File: src/rtl/toggle_pkg.sv
// toggle_pkg: default widths, pending-counter actions and the saturation limit helper
package toggle_pkg;
    localparam int CNT_W_DEF = 4;
    localparam int TOT_W_DEF = 8;
    typedef enum logic [1:0] {ACT_HOLD, ACT_INC, ACT_DEC} act_e;
    function automatic int unsigned max_pending(input int unsigned w);
        return (32'd1 << w) - 32'd1;
    endfunction
endpackage

File: src/rtl/toggle_sync.sv
// toggle_sync: samples tog_in (2-flop synchronizer when TOGGLE_SYNC_EN is defined) and flags level changes
module toggle_sync (
    input  logic clk,
    input  logic rst,
    input  logic tog_in,
    output logic edge_det
);
    logic smp;
    logic prev;
`ifdef TOGGLE_SYNC_EN
    logic meta;
    always_ff @(posedge clk) begin
        if (rst) begin
            meta <= 1'b0;
            smp  <= 1'b0;
            prev <= 1'b0;
        end else begin
            meta <= tog_in;
            smp  <= meta;
            prev <= smp;
        end
    end
`else
    always_ff @(posedge clk) begin
        if (rst) begin
            smp  <= 1'b0;
            prev <= 1'b0;
        end else begin
            smp  <= tog_in;
            prev <= smp;
        end
    end
`endif
    assign edge_det = smp ^ prev;
endmodule

File: src/rtl/toggle_event_rx.sv
// toggle_event_rx: counts tog_in level changes as events with a saturating pending count, sticky overflow and a wrapping total; TOGGLE_SYNC_EN adds input synchronization
module toggle_event_rx
    import toggle_pkg::*;
#(
    parameter int CNT_W = CNT_W_DEF,
    parameter int TOT_W = TOT_W_DEF
) (
    input  logic             clk,
    input  logic             rst,
    input  logic             tog_in,
    input  logic             evt_ready,
    input  logic             ovf_clr,
    output logic             evt_valid,
    output logic [CNT_W-1:0] evt_pending,
    output logic             ovf,
    output logic [TOT_W-1:0] evt_total
);
    localparam logic [CNT_W-1:0] PEND_MAX = CNT_W'(max_pending(CNT_W));
    logic edge_det;
    logic consume;
    logic lost;
    act_e act;
    toggle_sync u_sync (
        .clk      (clk),
        .rst      (rst),
        .tog_in   (tog_in),
        .edge_det (edge_det)
    );
    assign evt_valid = evt_pending != '0;
    assign consume   = evt_valid & evt_ready;
    // an edge that cannot be stored and is not offset by a consume is lost
    assign lost      = edge_det & ~consume & (evt_pending == PEND_MAX);
    always_comb begin
        act = (edge_det && !consume && !lost) ? ACT_INC :
              (consume && !edge_det) ? ACT_DEC : ACT_HOLD;
    end
    always_ff @(posedge clk) begin
        if (rst) begin
            evt_pending <= '0;
            ovf         <= 1'b0;
            evt_total   <= '0;
        end else begin
            evt_pending <= act == ACT_INC ? evt_pending + CNT_W'(1) :
                           act == ACT_DEC ? evt_pending - CNT_W'(1) : evt_pending;
            ovf         <= lost ? 1'b1 : ovf_clr ? 1'b0 : ovf;
            evt_total   <= evt_total + TOT_W'(edge_det);
        end
    end
endmodule

File: config.mk
export PLATFORM = sky130hd
export DESIGN_NAME = toggle_event_rx
export DESIGN_NICKNAME = d
export VERILOG_FILES = /design/src/rtl/toggle_pkg.sv /design/src/rtl/toggle_sync.sv /design/src/rtl/toggle_event_rx.sv
export SDC_FILE = /design/constraint.sdc
export NUM_CORES = 1
export LEC_CHECK = 0
export ABC_AREA = 1
export ABC_CLOCK_PERIOD_IN_PS = 4550
export CAP_MARGIN = 40
export CORE_UTILIZATION = 53
export CTS_BUF_LIST = sky130_fd_sc_hd__clkbuf_8
export CTS_CLUSTER_DIAMETER = 30
export DETAILED_ROUTE_END_ITERATION = 8
export PLACE_DENSITY = 0.85
export SYNTH_ARGS = -nofsm -noshare
export SYNTH_HDL_FRONTEND = slang
export SYNTH_SLANG_ARGS = --single-unit
File: constraint.sdc
create_clock -name clk -period 4.55 [get_ports clk]
set_input_delay 0.6825 -clock clk [delete_from_list [all_inputs] [get_ports clk]]
set_output_delay 0.6825 -clock clk [all_outputs]
set_load 0.01 [all_outputs]
==> metrics.md, run 1 <==
| Metric | Value |
|---|---|
| Outcome | `finished, final reports clean` |
| Hold EP | `u_sync.prev` |
| Area of the core | `1330 sq um` |
| Crit path time final | `2.14 ns` |
| Post-Syn Instances | `96` |
| Worst vdd ir | `0.275 mV` |
| Post-DP HPWL | `about 1.1 mm` |
| CTS resizes | `0` |
| Total congestion overflow | `0` |
| YS warnings | `0` |
| Largest net degree at the start of global routing | `12` |
| Path depth of the worst reg2reg path | `9` |
| Max incr delay on CP | `0.44 ns` |
| Post-synth net total | `approximately 110` |
| Syn avg cell area | `8.08 sq um` |
| Period utilization | `0.470` |
| Register bit count reported by yosys | `15` |
| FP Rows | `13` |
| Worst Hold Launch | `u_sync.smp` |
| WL final | `1.52 mm` |
| Final setup viols | `0` |
| N_diodes | `0` |
| Setup TNS | `0 ns` |
| Hold buffers post-CTS | `0` |
| Final hold vios | `0` |
| Seq/Total Area, Yosys | `0.387` |
| Clock Skew | `between 0.001 and 0.0015 ns` |
| Die height | `40.3 um` |
| Fin. max-slew vios | `0` |
| F_max | `0.467 GHz` |
| Worst-Skew Late Latency | `0.25 ns` |
| Post-synth cell types | `22` |
| Synthesized area | `776 sq um` |
| Vias in the first global route | `around 580` |
| Placed cell area | `971 sq um` |
| Avg Vias per Cell | `5.09` |
| Critical path's most frequent cell | `nand3_1` |
| R2r setup slk | `2.67 ns` |
| Post-CTS Setup Inserts | `0` |
| Hold path cells | `2` |
| Buf/Inv on CP | `2` |
| Reg clk slew, reported paths | `0.06 ns` |
| H-tree depth | `1` |
| P&R area growth vs syn | `31.0%` |
| Ratio of cells with drive above 1 in the final layout | `0.154` |
| Num CTS Buffers | `3` |
| Hold Crit Class | `flip-flop to flip-flop` |
| Antenna viol nets, final | `0` |
| Post-route design area | `a little over 1000 sq um` |
| DR WL/cell | `11.5 um` |
| CP max FO | `6` |
| Critical Path, Cell by Cell | `clkdlybuf4s50_1 > nand2_4 > nand3_4 > ha_1 > nand3_1 > nand3_1 > inv_1 > nand2_1 > nand3_1 > nand2_1 > nor2_1` |
| Crit end category | `flip-flop` |
| Initial core utilization | `0.582` |
| Bufs on Longest Clock Path | `2` |
| Port bufs | `18` |
| Die ar. | `around 1600 sq um` |
| GRT Util Overall | `0.224` |
| Max-cap violations | `0` |
| Initial antenna violation count | `0` |
| Drt pass-1 iters | `4` |
| Worst slew pin tran | `around 0.47 ns` |
| Nets@finish | `128` |
| RSZ-0062 raised after global routing | `no` |
| Critical path class | `input port to flip-flop` |
| CTS tree | `yes` |
| Worst reg2reg endpoint | `evt_pending[3]` |
| Leak Pwr | `0.410 nW` |
| CTS sink cnt | `15` |
| IO Count | `19` |
| Critical R2R Launch | `evt_pending[0]` |
| Root Buffer | `clkbuf_8` |
| CP startpoint kind | `input port` |
| DR iter-0 viols | `14` |
| Cell Pwr Density | `around 520 nW/um^2` |
| Crit-path leading delay family | `simple AND/OR/NAND/NOR gates` |
| Die Width | `around 40 um` |
| Residual DRC | `0` |
| Worst path arrival time | `2.28 ns` |
| Total number of vias | `672` |
| CP required | `4.69 ns` |
| Max transition margin | `0.686` |
| Slowest stage cell, crit path | `clkdlybuf4s50_1` |
| Global-route wire length before repair | `roughly 2.3 mm` |
| Placer Congestion | `just over 0.7` |
[synth_stat cells (all sizes together)]
| library cell | number | area share |
|---|---|---|
| nor3 | 2 | 0.013 |
| nand4 | 3 | 0.024 |
| o21ai | 2 | 0.013 |
| clkbuf | 1 | 0.0048 |
| nand2 | 19 | 0.14 |
| a21oi | 8 | 0.061 |
| dfxtp | 15 | 0.39 |
| ha | 4 | 0.065 |
| nand3b | 1 | 0.0097 |
| fa | 1 | 0.026 |
| nor2 | 14 | 0.087 |
| inv | 16 | 0.077 |
| nand3 | 8 | 0.068 |
| xor2 | 2 | 0.023 |
[final cells by class]
| cell class | instances | area [sq um] |
|---|---|---|
| clock buffer | 3 | 41.3 |
| clock inverter | 1 | 3.75 |
| fill | 95 | 318 |
| inverter | 16 | 60.1 |
| multi-input combinational | 64 | 412 |
| sequential | 15 | 300 |
| tap | 15 | 18.8 |
| timing repair buffer | 18 | 180 |
[registers in the layout, summed over array words and instances (netlist names)]
name         cells
u_sync.prev      1
u_sync.smp       1
ovf              1
evt_total        8
evt_pending      4
[metrics by stage]
step                      cells  utilization  power, mW  worst slack (ns)  hold WS (ns)
final                       132        0.762      0.526              2.41         0.463
after global routing        132        0.762      0.570              2.26         0.485
after CTS                   132        0.762      0.531              2.40         0.462
after detailed placement    128        0.728      0.422              2.20         0.452
after global placement      128        0.728      0.408              2.27         0.431
after floorplan              96            -      0.338              2.79         0.424
[cell usage in the layout, fill, tap and decap left out, drive strengths merged]
cell type	count
a21oi	8
clkbuf	3
clkdlybuf4s50	18
dfxtp	15
fa	1
ha	4
inv	17
nand2	19
nand3	8
nand3b	1
nand4	3
nor2	14
nor3	2
o21ai	2
xor2	2
[layer usage]
layer,share of wire,GRT usage
met1,0.44,0.252
met2,0.50,0.387
met3,0.035,0.0333
met4,0.024,0.150
met5,0,0
[worst reg2reg max path, cell delays in order, from the launching register on]
cell and delay, ns:
dfxtp_1 0.49, nand4_1 0.24, nand3_4 0.20, ha_1 0.29, nand3_1 0.12, nand3_1 0.10
inv_1 0.08, nand2_1 0.07, a21oi_1 0.14, nor2_1 0.05
[how the worst max path moves through the flow]
stage	start	to	depth (start not counted)	slack, ns
after floorplan	evt_ready	evt_pending[3]	8	2.79
after global placement	evt_ready	evt_pending[3]	9	2.27
after detailed placement	evt_ready	evt_pending[3]	11	2.20
after CTS	evt_pending[0]	evt_valid	3	2.40
after global routing	evt_ready	evt_pending[3]	9	2.26
final	evt_ready	evt_pending[3]	11	2.41
[cell families after synthesis]
group,Yosys count,share of synthesized area
fa+ha+maj,5,0.0903
compound gates,10,0.0742
flops,15,0.387
xor+xnor,2,0.0226
simple gates,47,0.344
buf+inv,17,0.0823
[power by group]
part | internal [mW] | switching (mW)
Combinational | 0.114 | 0.129
Clock | 0.0597 | 0.0450
Sequential | 0.151 | 0.0279
Total | 0.324 | 0.202
(Power assumes the default switching activity.)
==> run 2: changes to the inputs <==
- ABC_CLOCK_PERIOD_IN_PS: 4550 -> 1800
- CORE_UTILIZATION: 53 -> 45
- PLACE_DENSITY: 0.85 -> 0.77
- clock period: 4.55 -> 1.8 ns (I/O delays scaled with it)
==> run 2 against run 1 <==
Cell count rose by 6.1%. Die area is 17% higher. Critical path type is now flip-flop to flip-flop. The flow now finishes with violations (design-rule violations). Register-to-register slack got worse by 2.6 ns. Clock skew grew 0.00099 ns. Setup slack worse by 2.4 ns. First-iteration DRC count down 14%. Routed wire length is 11% higher. Sequential power grew to 2.5 times the previous value. Total power rose to 2.9 times the previous value. Global-route usage down 5.1 points. Sequential share of layout area down 2.1 points.
==> metrics.md, run 2 (synthesis results as in run 1) <==
| Metric | Value |
|---|---|
| Outcome | `finished, violations left` |
| Violated checks | `design-rule violations` |
| Bufs on Longest Clock Path | `2 (unchanged)` |
| Antenna viol nets, final | `0 (unchanged)` |
| Initial antenna violation count | `0 (unchanged)` |
| CTS tree | `yes` |
| Hold Crit Class | `flip-flop to flip-flop` |
| Most frequent cells in the layout | `clkdlybuf4s50_1 (18), inv_1 (14), nand2_1 (12), dfxtp_1 (12), nor2_1 (9)` |
| Total congestion overflow | `0 (unchanged)` |
| Area of the multi-input gates | `450 sq um (+9.4%)` |
| Worst path arrival time | `1.92 ns (-0.36 ns)` |
| Register area | `307 sq um (+2.1%)` |
| CP max FO | `6 (unchanged)` |
| Critical R2R Launch | `evt_pending[1]` |
| Max transition margin | `0.823 (+0.137)` |
| Max-cap violations | `0 (unchanged)` |
| Max FFs per register | `8 (unchanged)` |
| Path depth of the worst reg2reg path | `9 (unchanged)` |
| Worst Hold Launch | `ovf` |
| Vias in the first global route | `619 (+6.4%)` |
| Met3 Usage GRT | `0.0375 (+0.00417)` |
| IO Count | `19 (unchanged)` |
| Most flop-heavy register | `evt_total` |
| Drt pass-1 iters | `6 (+2)` |
| Leak Pwr | `0.450 nW (+9.7%)` |
| Initial core utilization | `0.498 (-0.0840)` |
| Placer Congestion | `0.699 (-3.9%)` |
| Cell Pwr Density | `1350 nW/um^2 (+160%)` |
| Period utilization | `0.970` |
| Reg clk slew, reported paths | `0.07 ns (about the same)` |
| Critical path class | `flip-flop to flip-flop` |
| Worst reg2reg endpoint | `evt_pending[2]` |
| Fillers | `121 (+27%)` |
| Setup ws final | `0.0536 ns (-2.36 ns)` |
| Top flop regs | `evt_total x8, evt_pending x4` |
| GRT Util Overall | `0.173 (-0.0505)` |
| Num CTS Buffers | `3 (unchanged)` |
| Area of the core | `1560 sq um (+17%)` |
| Port bufs | `18 (unchanged)` |
| Post-DP HPWL | `1.15 mm (+2.1%)` |
| FP Rows | `14 (+1)` |
| F_max | `0.573 GHz` |
| CP startpoint kind | `flip-flop` |
| Residual DRC | `4 (+4)` |
| Die ar. | `1890 sq um (+17%)` |
| Gr busiest metal | `met2` |
| Fin. max-slew vios | `0 (unchanged)` |
| CP required | `1.98 ns (-2.71 ns)` |
| Met1 GRT Util | `0.199 (-0.0527)` |
| Ratio of cells with drive above 1 in the final layout | `0.282 (+0.128)` |
| Die Width | `43.5 um (+8.1%)` |
| WL final | `1.68 mm (+11%)` |
| Worst slew pin tran | `0.265 ns (-0.205 ns)` |
| Power Total | `1.50 mW (+190%)` |
| R2r setup slk | `0.05 ns (-2.62 ns)` |
| DR WL/cell | `12.0 um (+4.2%)` |
| GR Layer Usage met2 | `0.318 (-0.0689)` |
| Hold EP | `ovf` |
| CTS sink cnt | `15 (unchanged)` |
| Root Buffer | `clkbuf_8` |
| Worst Setup SP | `evt_pending[1]` |
| Hold Slack | `0.470 ns (+0.00686 ns)` |
| Final hold vios | `0 (unchanged)` |
| Largest net degree at the start of global routing | `10 (-2)` |
| Crit end category | `flip-flop` |
| Commonest non-fill, non-tap cell in the layout | `clkdlybuf4s50_1` |
| N_diodes | `0 (unchanged)` |
| Crit path time final | `1.75 ns` |
| P&R area growth vs syn | `43.9%` |
| H-tree depth | `1 (unchanged)` |
| DR iter-0 viols | `12 (-2)` |
| Hold path cells | `2 (unchanged)` |
| Placed insts | `134 (+4.7%)` |
| Nets@finish | `135 (+5.5%)` |
| Worst vdd ir | `0.666 mV (+140%)` |
| Placed cell area | `1010 sq um (+4.0%)` |
| Global-route wire length before repair | `2.46 mm (+6.0%)` |
| Die height | `43.5 um (+8.1%)` |
| Dpl ws | `-0.0374 ns (-2.24 ns)` |
| Post-route design area | `1120 sq um (+9.9%)` |
| Total number of vias | `702 (+4.5%)` |
| Clock Skew | `0.00221 ns (+0.000990 ns)` |
| Non-Filler Instances | `140 (+6.1%)` |
| Avg Vias per Cell | `5.01 (-1.5%)` |
| Final setup viols | `0 (unchanged)` |
| Worst-Skew Late Latency | `0.25 ns (about the same)` |
-- run 2: changes by cell type in the layout (fill, tap and decap cells not counted), moves of 2 or more --
| cell | before | now |
|---|---|---|
| buf_4 | 0 | 7 |
| dfxtp_2 | 0 | 2 |
| dfxtp_1 | 15 | 12 |
| ha_4 | 0 | 2 |
| ha_1 | 4 | 2 |
-- run 2: worst max-delay path by stage --
stage                     depth (start not counted)              to  slack (ns)
final                                             9  evt_pending[2]        0.05
after floorplan                                  10  evt_pending[3]        0.08
after global placement                           10  evt_pending[3]       0.005
after global routing                             11  evt_pending[3]       -0.04
after CTS                                         9  evt_pending[3]        0.05
after detailed placement                         10  evt_pending[3]       -0.04
-- run 2: cell type report --
class	count	share of cell area
timing repair buffer	25	0.209
inverter	16	0.0538
clock inverter	1	0.00448
tap	16	0.0179
sequential	15	0.275
multi-input combinational	64	0.404
clock buffer	3	0.0370
-- run 2: per-stage QoR --
step / utilization / setup TNS (ns)
CTS: 0.677 / 0
global route: 0.716 / -0.0661
global placement: 0.648 / 0
finish: 0.716 / 0
detailed placement: 0.648 / -0.0374
floorplan: - / 0
-- run 2: power by group --
| group | total [mW] | switching (mW) | leakage [nW] | internal, mW |
|---|---|---|---|---|
| Sequential | 0.456 | 0.0642 | 0.124 | 0.392 |
| Clock | 0.278 | 0.125 | 0.0255 | 0.153 |
| Combinational | 0.769 | 0.386 | 0.301 | 0.384 |
-- run 2: timing repair --
action / 4_1_cts / 5_1_grt
hold buffers: 0 / 0
buffers inserted: 0 / 2
setup endpoints to repair: 0 / 2
gates resized for setup: 0 / 10
hold endpoints to repair: 0 / 0
-- run 2: per-layer routing --
metal  routed length (um)  vias to the layer above
met5                    0                        -
li1                     -                      359
met3                   65                        2
met2                  846                       17
met1                  758                      324
met4                   10                        0
-- run 2: critical path, stage by stage, from the launching register on --
cell     delay, ns
dfxtp_4       0.36
nor2_2        0.11
nand2_2       0.08
nand2_4       0.07
nand3_4       0.13
buf_4         0.17
fa_1          0.37
xor2_1        0.19
nand2_2       0.09
a21oi_2       0.10
==> run 3: changes to the inputs <==
- ABC_AREA: 1 -> default
- CORE_UTILIZATION: 45 -> 44
- PLACE_DENSITY: 0.77 -> 0.76
==> run 3 against run 2 <==
The run ends with negative setup slack left. Clock power fell by 4%. Flip-flop and latch count did not move. Non-clock buffer count rose by 3. Sequential share of layout area rose by 0.97 points. Register-to-register slack got worse by 0.10 ns. Setup slack got worse by 0.10 ns. Count of clock-buffer cells in the layout did not move. Combinational power fell by 6.1%. Final area fell by 3.0%. Utilization fell by 0.57 points. Fmax fell by 5.5%. Critical endpoint is now evt_pending[3].
==> metrics.md, run 3 <==
| Metric | Value |
|---|---|
| IO Count | `19 (unchanged)` |
| Post-synth cell types | `26 (+18%)` |
| Hold Slack | `0.469 ns (-0.000200 ns)` |
| Area of the multi-input gates | `450 sq um (unchanged)` |
| WL final | `1.46 mm (-13%)` |
| Critical R2R Launch | `evt_pending[3]` |
| Total number of vias | `621 (-12%)` |
| Fin. max-slew vios | `0 (unchanged)` |
| CP max FO | `4 (-2)` |
| Setup TNS | `-0.0490 ns (-0.0490 ns)` |
| Max FFs per register | `8 (unchanged)` |
| Synthesized area | `731 sq um (-5.8%)` |
| Ys flop type | `dfxtp_1` |
| Buf/Inv on CP | `1 (unchanged)` |
| Hold buffers post-CTS | `0 (unchanged)` |
| DR WL/cell | `12.0 um (+0.47%)` |
| FP Rows | `14 (unchanged)` |
| Power Total | `1.44 mW (-4.5%)` |
| Nets@finish | `116 (-14%)` |
| CP required | `1.92 ns (-0.06 ns)` |
| Crit path time final | `1.85 ns (+0.102 ns)` |
| Residual DRC | `0 (-4)` |
| Bufs on Longest Clock Path | `2 (unchanged)` |
| H-tree depth | `1 (unchanged)` |
| CTS sink cnt | `15 (unchanged)` |
| Syn avg cell area | `9.74 sq um (+21%)` |
| Die Width | `42.8 um (-1.8%)` |
| Most frequent cells in the layout | `clkdlybuf4s50_1 (17), dfxtp_1 (11), buf_4 (10)` |
| Period utilization | `1.03 (+0.0566)` |
| Placer Congestion | `0.888 (+27%)` |
| Register area | `308 sq um (+0.41%)` |
| Die ar. | `1830 sq um (-3.5%)` |
| DR iter-0 viols | `6 (-6)` |
| Num CTS Buffers | `3 (unchanged)` |
| YS warnings | `0 (unchanged)` |
| Critical Path, Cell by Cell | `o41ai_4 > and3_4 > inv_6 > ha_4 > a21oi_4 > a21boi_1 > mux2i_1 > o311ai_1` |
| Final hold vios | `0 (unchanged)` |
| Non-Filler Instances | `121 (-14%)` |
| Worst slew pin tran | `0.356 ns (+0.0911 ns)` |
| Die height | `42.8 um (-1.8%)` |
| Fraction of registers with async set or reset after synthesis | `0 (unchanged)` |
| Avg Vias per Cell | `5.13 (+2.4%)` |
| Max-cap violations | `0 (unchanged)` |
| Placed insts | `116 (-13%)` |
| R2r setup slk | `-0.05 ns (-0.10 ns)` |
| Clock Skew | `0.00541 ns (+0.00320 ns)` |
| RSZ-0062 raised after global routing | `yes` |
| Initial core utilization | `0.479 (-0.0181)` |
| Total congestion overflow | `0 (unchanged)` |
| Setup ws final | `-0.0483 ns (-0.102 ns)` |
| Root Buffer | `clkbuf_8` |
| Commonest non-fill, non-tap cell in the layout | `clkdlybuf4s50_1` |
| Top cells by area, synth | `dfxtp_1 (41%), xor2_1 (7.2%), ha_1 (6.8%)` |
| Leak Pwr | `0.430 nW (-4.5%)` |
| Synth cell count leaders | `dfxtp_1 (15), nor2_1 (8), nand3_1 (7), xor2_1 (6), a21oi_1 (5)` |
| GRT Util Overall | `0.189 (+0.0155)` |
| Max transition margin | `0.762 (-0.0611)` |
| Most flop-heavy register | `evt_total` |
| Largest net degree at the start of global routing | `15 (+5)` |
| Global-route wire length before repair | `2.50 mm (+2.0%)` |
| Ratio of cells with drive above 1 in the final layout | `0.276 (-0.00607)` |
| Post-synth top area cell | `dfxtp_1` |
| Post-synth net total | `85 (-20%)` |
| Post-DP HPWL | `1.06 mm (-7.7%)` |
| Reg clk slew, reported paths | `0.06 ns (about the same)` |
| P&R area growth vs syn | `48.1%` |
| Area of the core | `1520 sq um (-2.2%)` |
| Cell Pwr Density | `1330 nW/um^2 (-1.5%)` |
| Hold path cells | `2 (unchanged)` |
| Worst Hold Launch | `ovf` |
| Max incr delay on CP | `0.36 ns (about the same)` |
| CP startpoint kind | `flip-flop` |
| Slowest stage cell, crit path | `o41ai_4` |
| Final setup viols | `2 (+2)` |
| Worst-Skew Late Latency | `0.25 ns (about the same)` |
| Crit-path leading delay family | `compound AO/OA/AOI/OAI gates` |
| Post-synth EDFFs | `0 (unchanged)` |
| Post-Syn Instances | `75 (-22%)` |
| Worst vdd ir | `0.846 mV (+27%)` |
| F_max | `0.541 GHz (-5.5%)` |
| Dpl ws | `-0.222 ns (-0.184 ns)` |
| Worst reg2reg endpoint | `evt_pending[3]` |
| Port bufs | `18 (unchanged)` |
| Levels on crit path | `8 (-1)` |
| Hold EP | `ovf` |
| Seq/Total Area, Yosys | `0.411 (+0.0239)` |
| Initial antenna violation count | `0 (unchanged)` |
| Path depth of the worst reg2reg path | `8 (-1)` |
| Synth top area share | `0.411 (+0.0239)` |
| Final design utilization | `0.710 (-0.00571)` |
| Vias in the first global route | `591 (-4.5%)` |
| Crit end category | `flip-flop` |
| Fillers | `128 (+5.8%)` |
| Post-route design area | `1080 sq um (-3.0%)` |
| Register bit count reported by yosys | `15 (unchanged)` |
| Count leader, synth | `dfxtp_1` |
| CTS tree | `yes` |
| N_diodes | `0 (unchanged)` |
| Hold Crit Class | `flip-flop to flip-flop` |
| Placed cell area | `1030 sq um (+2.0%)` |
| Top flop regs | `evt_total x8, evt_pending x4` |
| Violated checks | `negative setup slack` |
| Antenna viol nets, final | `0 (unchanged)` |
| Outcome | `finished, violations left` |
| Drt pass-1 iters | `3 (-3)` |
| Critical path class | `flip-flop to flip-flop` |
| Worst path arrival time | `1.97 ns (+0.05 ns)` |
[run 3: cell types whose count changed in the layout (fill, tap and decap cells not counted), sizes merged, moves of 3 or more]
cell	delta
nand2	-18
inv	-14
nor2	-6
buf	+4
nor2b	+4
xor2	+4
a21oi	-3
and3	+3
[run 3: final cells by class]
type | count | area share
inverters | 1 | 0.00809
well taps | 16 | 0.0185
repair buffers | 28 | 0.231
clock inverters | 1 | 0.00347
flip-flops and latches | 15 | 0.284
clock buffers | 3 | 0.0382
multi-input cells | 57 | 0.416
[run 3: metal layers]
metal	share of wire	global-route usage	wire length, um	vias to the layer above
li1	-	-	-	324
met1	0.48	0.247	697	279
met2	0.45	0.264	655	15
met3	0.059	0.0894	86	3
met4	0.013	0.0813	19	0
met5	0	0	0	-
[run 3: repair_timing]
action	4_1_cts	5_1_grt
pin swaps	0	1
setup buffers	1	0
endpoints found under the setup margin	4	3
resized for setup	6	0
[run 3: kinds of logic after synthesis]
kind of cell,count (synthesis),share of synthesized area
flip-flops,15,0.411
XOR/XNOR,8,0.0959
multiplexers,1,0.0137
AND/OR/NAND/NOR,32,0.243
buffers and inverters,3,0.0257
adder cells (fa/ha/maj),5,0.0959
AO/OA/AOI/OAI,11,0.115
[run 3: worst max-delay path by stage]
stage / from / endpoint / slack [ns]
after global routing: evt_pending[3] / evt_pending[3] / -0.14
after global placement: evt_ready / evt_pending[3] / -0.17
after CTS: evt_pending[3] / evt_pending[3] / -0.04
after floorplan: evt_pending[3] / evt_pending[3] / -0.08
after detailed placement: evt_ready / evt_pending[3] / -0.22
final: evt_pending[3] / evt_pending[3] / -0.05
[run 3: power by group]
part / leakage (nW) / switching (mW) / internal (mW)
combinational: 0.279 / 0.325 / 0.397
clock: 0.0269 / 0.116 / 0.151
sequential: 0.124 / 0.0539 / 0.393
[run 3: worst register-to-register path, stage by stage, from the launching register on]
cell,delay (ns)
dfxtp_4,0.35
o41ai_4,0.36
and3_4,0.26
inv_6,0.05
ha_4,0.23
a21oi_4,0.15
a21boi_1,0.08
mux2i_1,0.13
o311ai_1,0.11
